===== src/rtl/loader_pkg.sv =====
// Shared definitions for the boot-time program loader (see program_loader).
// The optional trailing-checksum feature is controlled by LOADER_CHECKSUM_EN.
package loader_pkg;

   localparam int LEN_W          = 16;
   localparam int BYTES_PER_WORD = 4;

   typedef enum logic [2:0] {
      ST_IDLE   = 3'd0,
      ST_LEN_HI = 3'd1,
      ST_LEN_LO = 3'd2,
      ST_DATA   = 3'd3,
      ST_WRITE  = 3'd4,
      ST_CHECK  = 3'd5,
      ST_DONE   = 3'd6,
      ST_ERR    = 3'd7
   } loaderState_t;

   // Running XOR over the image data bytes; the header is never folded in.
   function automatic logic [7:0] csumUpdate(input logic [7:0] csum, input logic [7:0] dataByte);
      return csum ^ dataByte;
   endfunction

endpackage


===== src/rtl/word_assembler.sv =====
// Collects big-endian stream bytes into 32-bit words for the program loader.
// wordReady flags the handshake that delivers the last byte of a word.
module word_assembler
   import loader_pkg::*;
(
   input  logic        clk,
   input  logic        rst,
   input  logic        clear,
   input  logic        shiftEn,
   input  logic [7:0]  byteIn,
   output logic [31:0] word,
   output logic        wordReady
);

   localparam int IDX_W = $clog2(BYTES_PER_WORD);
   localparam logic [IDX_W-1:0] LAST_IDX = IDX_W'(BYTES_PER_WORD - 1);

   logic [IDX_W-1:0] byteIdx_r;
   logic [31:0]      shift_r;

   // Byte index and shift register; first byte of a word ends up in bits 31:24.
   always_ff @(posedge clk) begin
      if (rst) begin
         byteIdx_r <= IDX_W'(0);
         shift_r   <= 32'h0000_0000;
      end else if (clear) begin
         byteIdx_r <= IDX_W'(0);
      end else if (shiftEn) begin
         byteIdx_r <= byteIdx_r + IDX_W'(1);
         shift_r   <= {shift_r[23:0], byteIn};
      end
   end

   assign word      = shift_r;
   assign wordReady = shiftEn && (byteIdx_r == LAST_IDX);

endmodule


===== src/rtl/program_loader.sv =====
// Boot-time program loader: framed byte stream -> instruction memory, CPU held in reset until done.
// Define LOADER_CHECKSUM_EN to require a trailing XOR checksum byte after the image data.
module program_loader
   import loader_pkg::*;
#(
   parameter int ADDR_W    = 8,
   parameter int MAX_WORDS = 256
) (
   input  logic              clk,
   input  logic              rst,
   input  logic              start,
   input  logic              rx_valid,
   input  logic [7:0]        rx_data,
   output logic              rx_ready,
   output logic              imem_we,
   output logic [ADDR_W-1:0] imem_addr,
   output logic [31:0]       imem_wdata,
   output logic              cpu_rst,
   output logic              busy,
   output logic              done,
   output logic              error,
   output logic [ADDR_W:0]   word_count
);

   localparam int CNT_W = ADDR_W + 1;

`ifdef LOADER_CHECKSUM_EN
   localparam loaderState_t FRAME_END = ST_CHECK;
`else
   localparam loaderState_t FRAME_END = ST_DONE;
`endif

   loaderState_t      state_r;
   loaderState_t      nextState_s;
   logic              handshake_s;
   logic              startLoad_s;
   logic              wordReady_s;
   logic [LEN_W-1:0]  lenN_s;
   logic [LEN_W-1:0]  countPlusOne_s;
   logic [7:0]        lenHi_r;
   logic [LEN_W-1:0]  target_r;
   logic [CNT_W-1:0]  wordCount_r;
   logic [ADDR_W-1:0] imemAddr_r;
`ifdef LOADER_CHECKSUM_EN
   logic [7:0]        csum_r;
`endif

   logic rxReady_r, imemWe_r, cpuRst_r, busy_r, done_r, error_r;
   logic rxReadyNext_s, imemWeNext_s, cpuRstNext_s, busyNext_s, doneNext_s, errorNext_s;

   assign handshake_s    = rx_valid && rxReady_r;
   assign startLoad_s    = start && ((state_r == ST_IDLE) || (state_r == ST_DONE) || (state_r == ST_ERR));
   assign lenN_s         = {lenHi_r, rx_data};
   assign countPlusOne_s = LEN_W'(wordCount_r) + LEN_W'(1);

   word_assembler u_asm (
      .clk       (clk),
      .rst       (rst),
      .clear     (startLoad_s),
      .shiftEn   (handshake_s && (state_r == ST_DATA)),
      .byteIn    (rx_data),
      .word      (imem_wdata),
      .wordReady (wordReady_s)
   );

   // State register.
   always_ff @(posedge clk) begin
      if (rst) begin
         state_r <= ST_IDLE;
      end else begin
         state_r <= nextState_s;
      end
   end

   // Next-state logic.
   always_comb begin
      nextState_s = state_r;
      case (state_r)
         ST_IDLE, ST_DONE, ST_ERR: begin
            if (start) nextState_s = ST_LEN_HI;
            else       nextState_s = state_r;
         end
         ST_LEN_HI: begin
            if (handshake_s) nextState_s = ST_LEN_LO;
            else             nextState_s = state_r;
         end
         ST_LEN_LO: begin
            if (!handshake_s)                       nextState_s = state_r;
            else if (lenN_s > LEN_W'(MAX_WORDS))    nextState_s = ST_ERR;
            else if (lenN_s == LEN_W'(0))           nextState_s = FRAME_END;
            else                                    nextState_s = ST_DATA;
         end
         ST_DATA: begin
            if (wordReady_s) nextState_s = ST_WRITE;
            else             nextState_s = state_r;
         end
         ST_WRITE: begin
            if (countPlusOne_s == target_r) nextState_s = FRAME_END;
            else                            nextState_s = ST_DATA;
         end
`ifdef LOADER_CHECKSUM_EN
         ST_CHECK: begin
            if (!handshake_s)          nextState_s = state_r;
            else if (rx_data == csum_r) nextState_s = ST_DONE;
            else                        nextState_s = ST_ERR;
         end
`endif
         default: nextState_s = ST_IDLE;
      endcase
   end

   // Output decode from the upcoming state so every output leaves a flop.
   always_comb begin
      rxReadyNext_s = 1'b0;
      imemWeNext_s  = 1'b0;
      cpuRstNext_s  = 1'b1;
      busyNext_s    = 1'b0;
      doneNext_s    = 1'b0;
      errorNext_s   = 1'b0;
      case (nextState_s)
         ST_LEN_HI, ST_LEN_LO, ST_DATA, ST_CHECK: begin
            rxReadyNext_s = 1'b1;
            busyNext_s    = 1'b1;
         end
         ST_WRITE: begin
            imemWeNext_s = 1'b1;
            busyNext_s   = 1'b1;
         end
         ST_DONE: begin
            cpuRstNext_s = 1'b0;
            doneNext_s   = 1'b1;
         end
         ST_ERR: begin
            errorNext_s = 1'b1;
         end
         default: begin
            rxReadyNext_s = 1'b0;
         end
      endcase
   end

   // Output registers.
   always_ff @(posedge clk) begin
      if (rst) begin
         rxReady_r <= 1'b0;
         imemWe_r  <= 1'b0;
         cpuRst_r  <= 1'b1;
         busy_r    <= 1'b0;
         done_r    <= 1'b0;
         error_r   <= 1'b0;
      end else begin
         rxReady_r <= rxReadyNext_s;
         imemWe_r  <= imemWeNext_s;
         cpuRst_r  <= cpuRstNext_s;
         busy_r    <= busyNext_s;
         done_r    <= doneNext_s;
         error_r   <= errorNext_s;
      end
   end

   // Header capture, address/count advance and checksum accumulation.
   always_ff @(posedge clk) begin
      if (rst) begin
         lenHi_r     <= 8'h00;
         target_r    <= LEN_W'(0);
         wordCount_r <= CNT_W'(0);
         imemAddr_r  <= ADDR_W'(0);
`ifdef LOADER_CHECKSUM_EN
         csum_r      <= 8'h00;
`endif
      end else if (startLoad_s) begin
         wordCount_r <= CNT_W'(0);
         imemAddr_r  <= ADDR_W'(0);
`ifdef LOADER_CHECKSUM_EN
         csum_r      <= 8'h00;
`endif
      end else begin
         if (handshake_s && (state_r == ST_LEN_HI)) lenHi_r <= rx_data;
         if (handshake_s && (state_r == ST_LEN_LO)) target_r <= lenN_s;
         if (state_r == ST_WRITE) begin
            wordCount_r <= wordCount_r + CNT_W'(1);
            imemAddr_r  <= imemAddr_r + ADDR_W'(1);
         end
`ifdef LOADER_CHECKSUM_EN
         if (handshake_s && (state_r == ST_DATA)) csum_r <= csumUpdate(csum_r, rx_data);
`endif
      end
   end

   assign rx_ready   = rxReady_r;
   assign imem_we    = imemWe_r;
   assign imem_addr  = imemAddr_r;
   assign cpu_rst    = cpuRst_r;
   assign busy       = busy_r;
   assign done       = done_r;
   assign error      = error_r;
   assign word_count = wordCount_r;

endmodule

===== config.mk =====
export PLATFORM = sky130hd
export DESIGN_NAME = program_loader
export DESIGN_NICKNAME = d
export VERILOG_FILES = /design/src/rtl/loader_pkg.sv /design/src/rtl/word_assembler.sv /design/src/rtl/program_loader.sv
export SDC_FILE = /design/constraint.sdc
export NUM_CORES = 1
export LEC_CHECK = 0
export CELL_PAD_IN_SITES_DETAIL_PLACEMENT = 1
export CELL_PAD_IN_SITES_GLOBAL_PLACEMENT = 2
export CORE_MARGIN = 1
export CORE_UTILIZATION = 35
export DETAILED_ROUTE_END_ITERATION = 12
export PLACE_DENSITY = 0.91
export SLEW_MARGIN = 0
export SYNTH_ARGS = -nofsm -noshare
export SYNTH_HDL_FRONTEND = slang
export SYNTH_HIERARCHICAL = 1
export SYNTH_SLANG_ARGS = --single-unit

===== constraint.sdc =====
create_clock -name clk -period 4.2 [get_ports clk]
set_clock_uncertainty 0.1 [all_clocks]
set_input_delay 1.05 -clock clk [delete_from_list [all_inputs] [get_ports clk]]
set_output_delay 1.05 -clock clk [all_outputs]
set_load 0.05 [all_outputs]

==> qor.yml <==
clocking:
  cts_buffers: 9
  hold_buffers: 0
  cts.sink_count: 84
  ctsHtreeMaxLevel: 3
  cts_post_setup_buffers_inserted: 0
  post_cts_resized: 0
  cts-root-buf: "clkbuf_8"
  clk_pin_slew_ns: 0.09
  cts_tree: "done"
  clock_latency_ns: 0.36
  clk_path_buf_depth: 2
floorplanning:
  row_count: 37
  fp.dieH_um: 106
  die_w_um: 106
  ios: 67
  die_area_mm2: 0.0112
  start_util_pct: 36.3
  core_area_mm2: 0.0104
power_and_ir_drop:
  seqPwrFrac_pct: 53.7
  clkPwrFrac_pct: 40.1
  p_sw_share_pct: 25.3
  peakVddDrop_mv: 0.169
  intPower_w: 0.00113
  comb_power_share_pct: 6.2
  powerDensity_mw_per_mm2: 321
  finalPower_w: 0.00151
  p_leak_nw: 1.68
  switchingPower_w: 0.000382
logic_synthesis:
  yosys_most_used_dff: "dfxtp_1"
  yosysWarnings: 6
  synth_top_area_share_pct: 44.7
  synth_commonest_cells: "dfxtp_1, mux2i_1, nor2_1"
  async_reset_ff_share_pct: 0
  synth_edf_count: 0
  syn_nets: 403
  synth-seq-cells: 84
  avgSynthCellArea_um2: 9.69
  synth_area_leaders: "dfxtp_1, mux2i_1, nand2b_1, nor2_1, xor2_1"
  postSynthCellCount: 388
  ys_seq_area_share_pct: 44.7
  synth.distinct_cells: 51
  synth_area_leader_cell: "dfxtp_1"
  syn_area_mm2: 0.00376
  synth_most_common_cell: "dfxtp_1"
worst_setup_path:
  crit_type: "in2reg"
  required_ns: 4.31
  crit_fanout: 5
  crit_path_end_kind: "flip-flop"
  rr_startpoint: "word_count[0]"
  startpoint: "rx_data[5]"
  cp-start-kind: "input port"
  cp_data_arrival_time_ns: 3.42
timing:
  period_needed_ns: 3.31
  maxSlewHeadroom_pct: 45.7
  rsz0062_at_grt: "false"
  fmax_mhz: 302
  period_share_pct: 78.9
  worst_pin_slew_ns: 0.811
  maxSlewViolCount: 0
  tns_ns: 0
  finalSetupViolCount: 0
  hold_viol_final: 0
drt:
  postRouteAntennaNets: 0
  drt_iter0_drc: 152
  via_per_inst: 5.11
  dr_total_vias: 2997
  wl_per_cell_um: 16.1
  drc: 0
  first_pass_iters: 4
  wirelength_um: 9440
global_routing:
  grt.overflow.total: 0
  track_usage_pct: 17.2
  grt_max_degree: 52
  grt_pass1_vias: 3079
  grt_antenna_before_repair: 0
  grt_pass1_wl_um: 15200
final_layout:
  syn_to_final_growth_pct: 24.9
  fin_nets: 460
  drive_gt1_share_pct: 6.89
  fillerInstances: 1180
  final_core_util_pct: 45.3
  antennaDiodeCount: 0
  design_area_mm2: 0.00470
flow_run:
  drv_cap: 0
place:
  port_buffers: 66
  post-dp-hpwl_um: 6880
  place_area_mm2: 0.00449
  place_congestion: 0.772
hold_path:
  worstHoldStart: "u_asm/word[28]"
  worstHoldPathType: "reg2reg"
run_status:
  status: "finished, final reports clean"
layout make-up:
class	count	area, um^2	area share, %
multi-input cells	276	1940	41.3
flip-flops and latches	84	1680	35.8
repair buffers	70	686	14.6
well taps	136	170	3.62
clock buffers	9	124	2.64
clock inverters	7	82.6	1.76
inverters	4	15.0	0.320
per-layer routing:
metal / part of all wire (%) / GRT usage, % / up-vias
li1: - / - / 1469
met1: 48 / 22.1 / 1484
met2: 48 / 28.7 / 35
met3: 2.7 / 3.71 / 9
met4: 1.3 / 5.36 / 0
met5: 0 / 0 / -
per-stage QoR:
stage / setup slack, ns / std cells / hold slack, ns
after floorplan: 1.29 / 388 / 0.351
after global placement: 0.612 / 570 / 0.362
after detailed placement: 0.541 / 570 / 0.365
after CTS: 0.899 / 586 / 0.386
after global routing: 0.790 / 586 / 0.397
final: 0.887 / 586 / 0.386
path summary, 6_finish.rpt:
path	end	slack, ns	cells past startpoint
hold / removal	u_asm/word[28]	0.39	2
hold reg to reg	u_asm/word[28]	0.39	2
setup / recovery	error	0.89	7
setup reg to reg	busy	1.68	7
flip-flops by register name, summed over array words and instances (netlist names):
signal	count
done	1
target_r	16
error	1
state_r	3
rx_ready	1
lenHi_r	8
word_count	9
u_asm/word	32
u_asm/byteIdx_r	2
cpu_rst	1
imem_addr	8
imem_we	1
busy	1
kinds of logic after synthesis:
| logic type | Yosys count | share of synthesized area, % |
|---|---|---|
| fa+ha+maj | 3 | 0.998 |
| mux | 50 | 13.6 |
| flops | 84 | 44.7 |
| xor+xnor | 22 | 5.49 |
| simple gates | 157 | 23.3 |
| compound gates | 44 | 7.95 |
| buf+inv | 28 | 3.86 |
placed cells by master, fill, tap and decap left out, types with 9 or more instances in the layout:
cell,netlist,layout
dfxtp_1,84,84
clkdlybuf4s50_1,0,65
mux2i_1,49,49
nor2_1,46,46
nand2b_1,36,36
nand2_1,16,16
xor2_1,12,12
o21ai_1,10,10
a21oi_1,9,9
xnor2_1,9,9
clkbuf_8,0,9
worst max-delay path, stage by stage:
cell,delay [ns]
clkdlybuf4s50_1,0.47
or4_1,0.62
or4_1,0.57
a2bb2oi_2,0.25
nand4_1,0.12
o21ai_1,0.26
nor4_1,0.08
power groups by stage:
stage / registers, W / logic, W / clock network (W)
after floorplan: 0.000834 / 0.0000544 / 0
after global placement: 0.000829 / 0.0000914 / 0
after detailed placement: 0.000830 / 0.0000933 / 0
after CTS: 0.000811 / 0.0000938 / 0.000622
after global routing: 0.000812 / 0.000101 / 0.000656
final: 0.000811 / 0.0000934 / 0.000606
(Power assumes the default switching activity.)
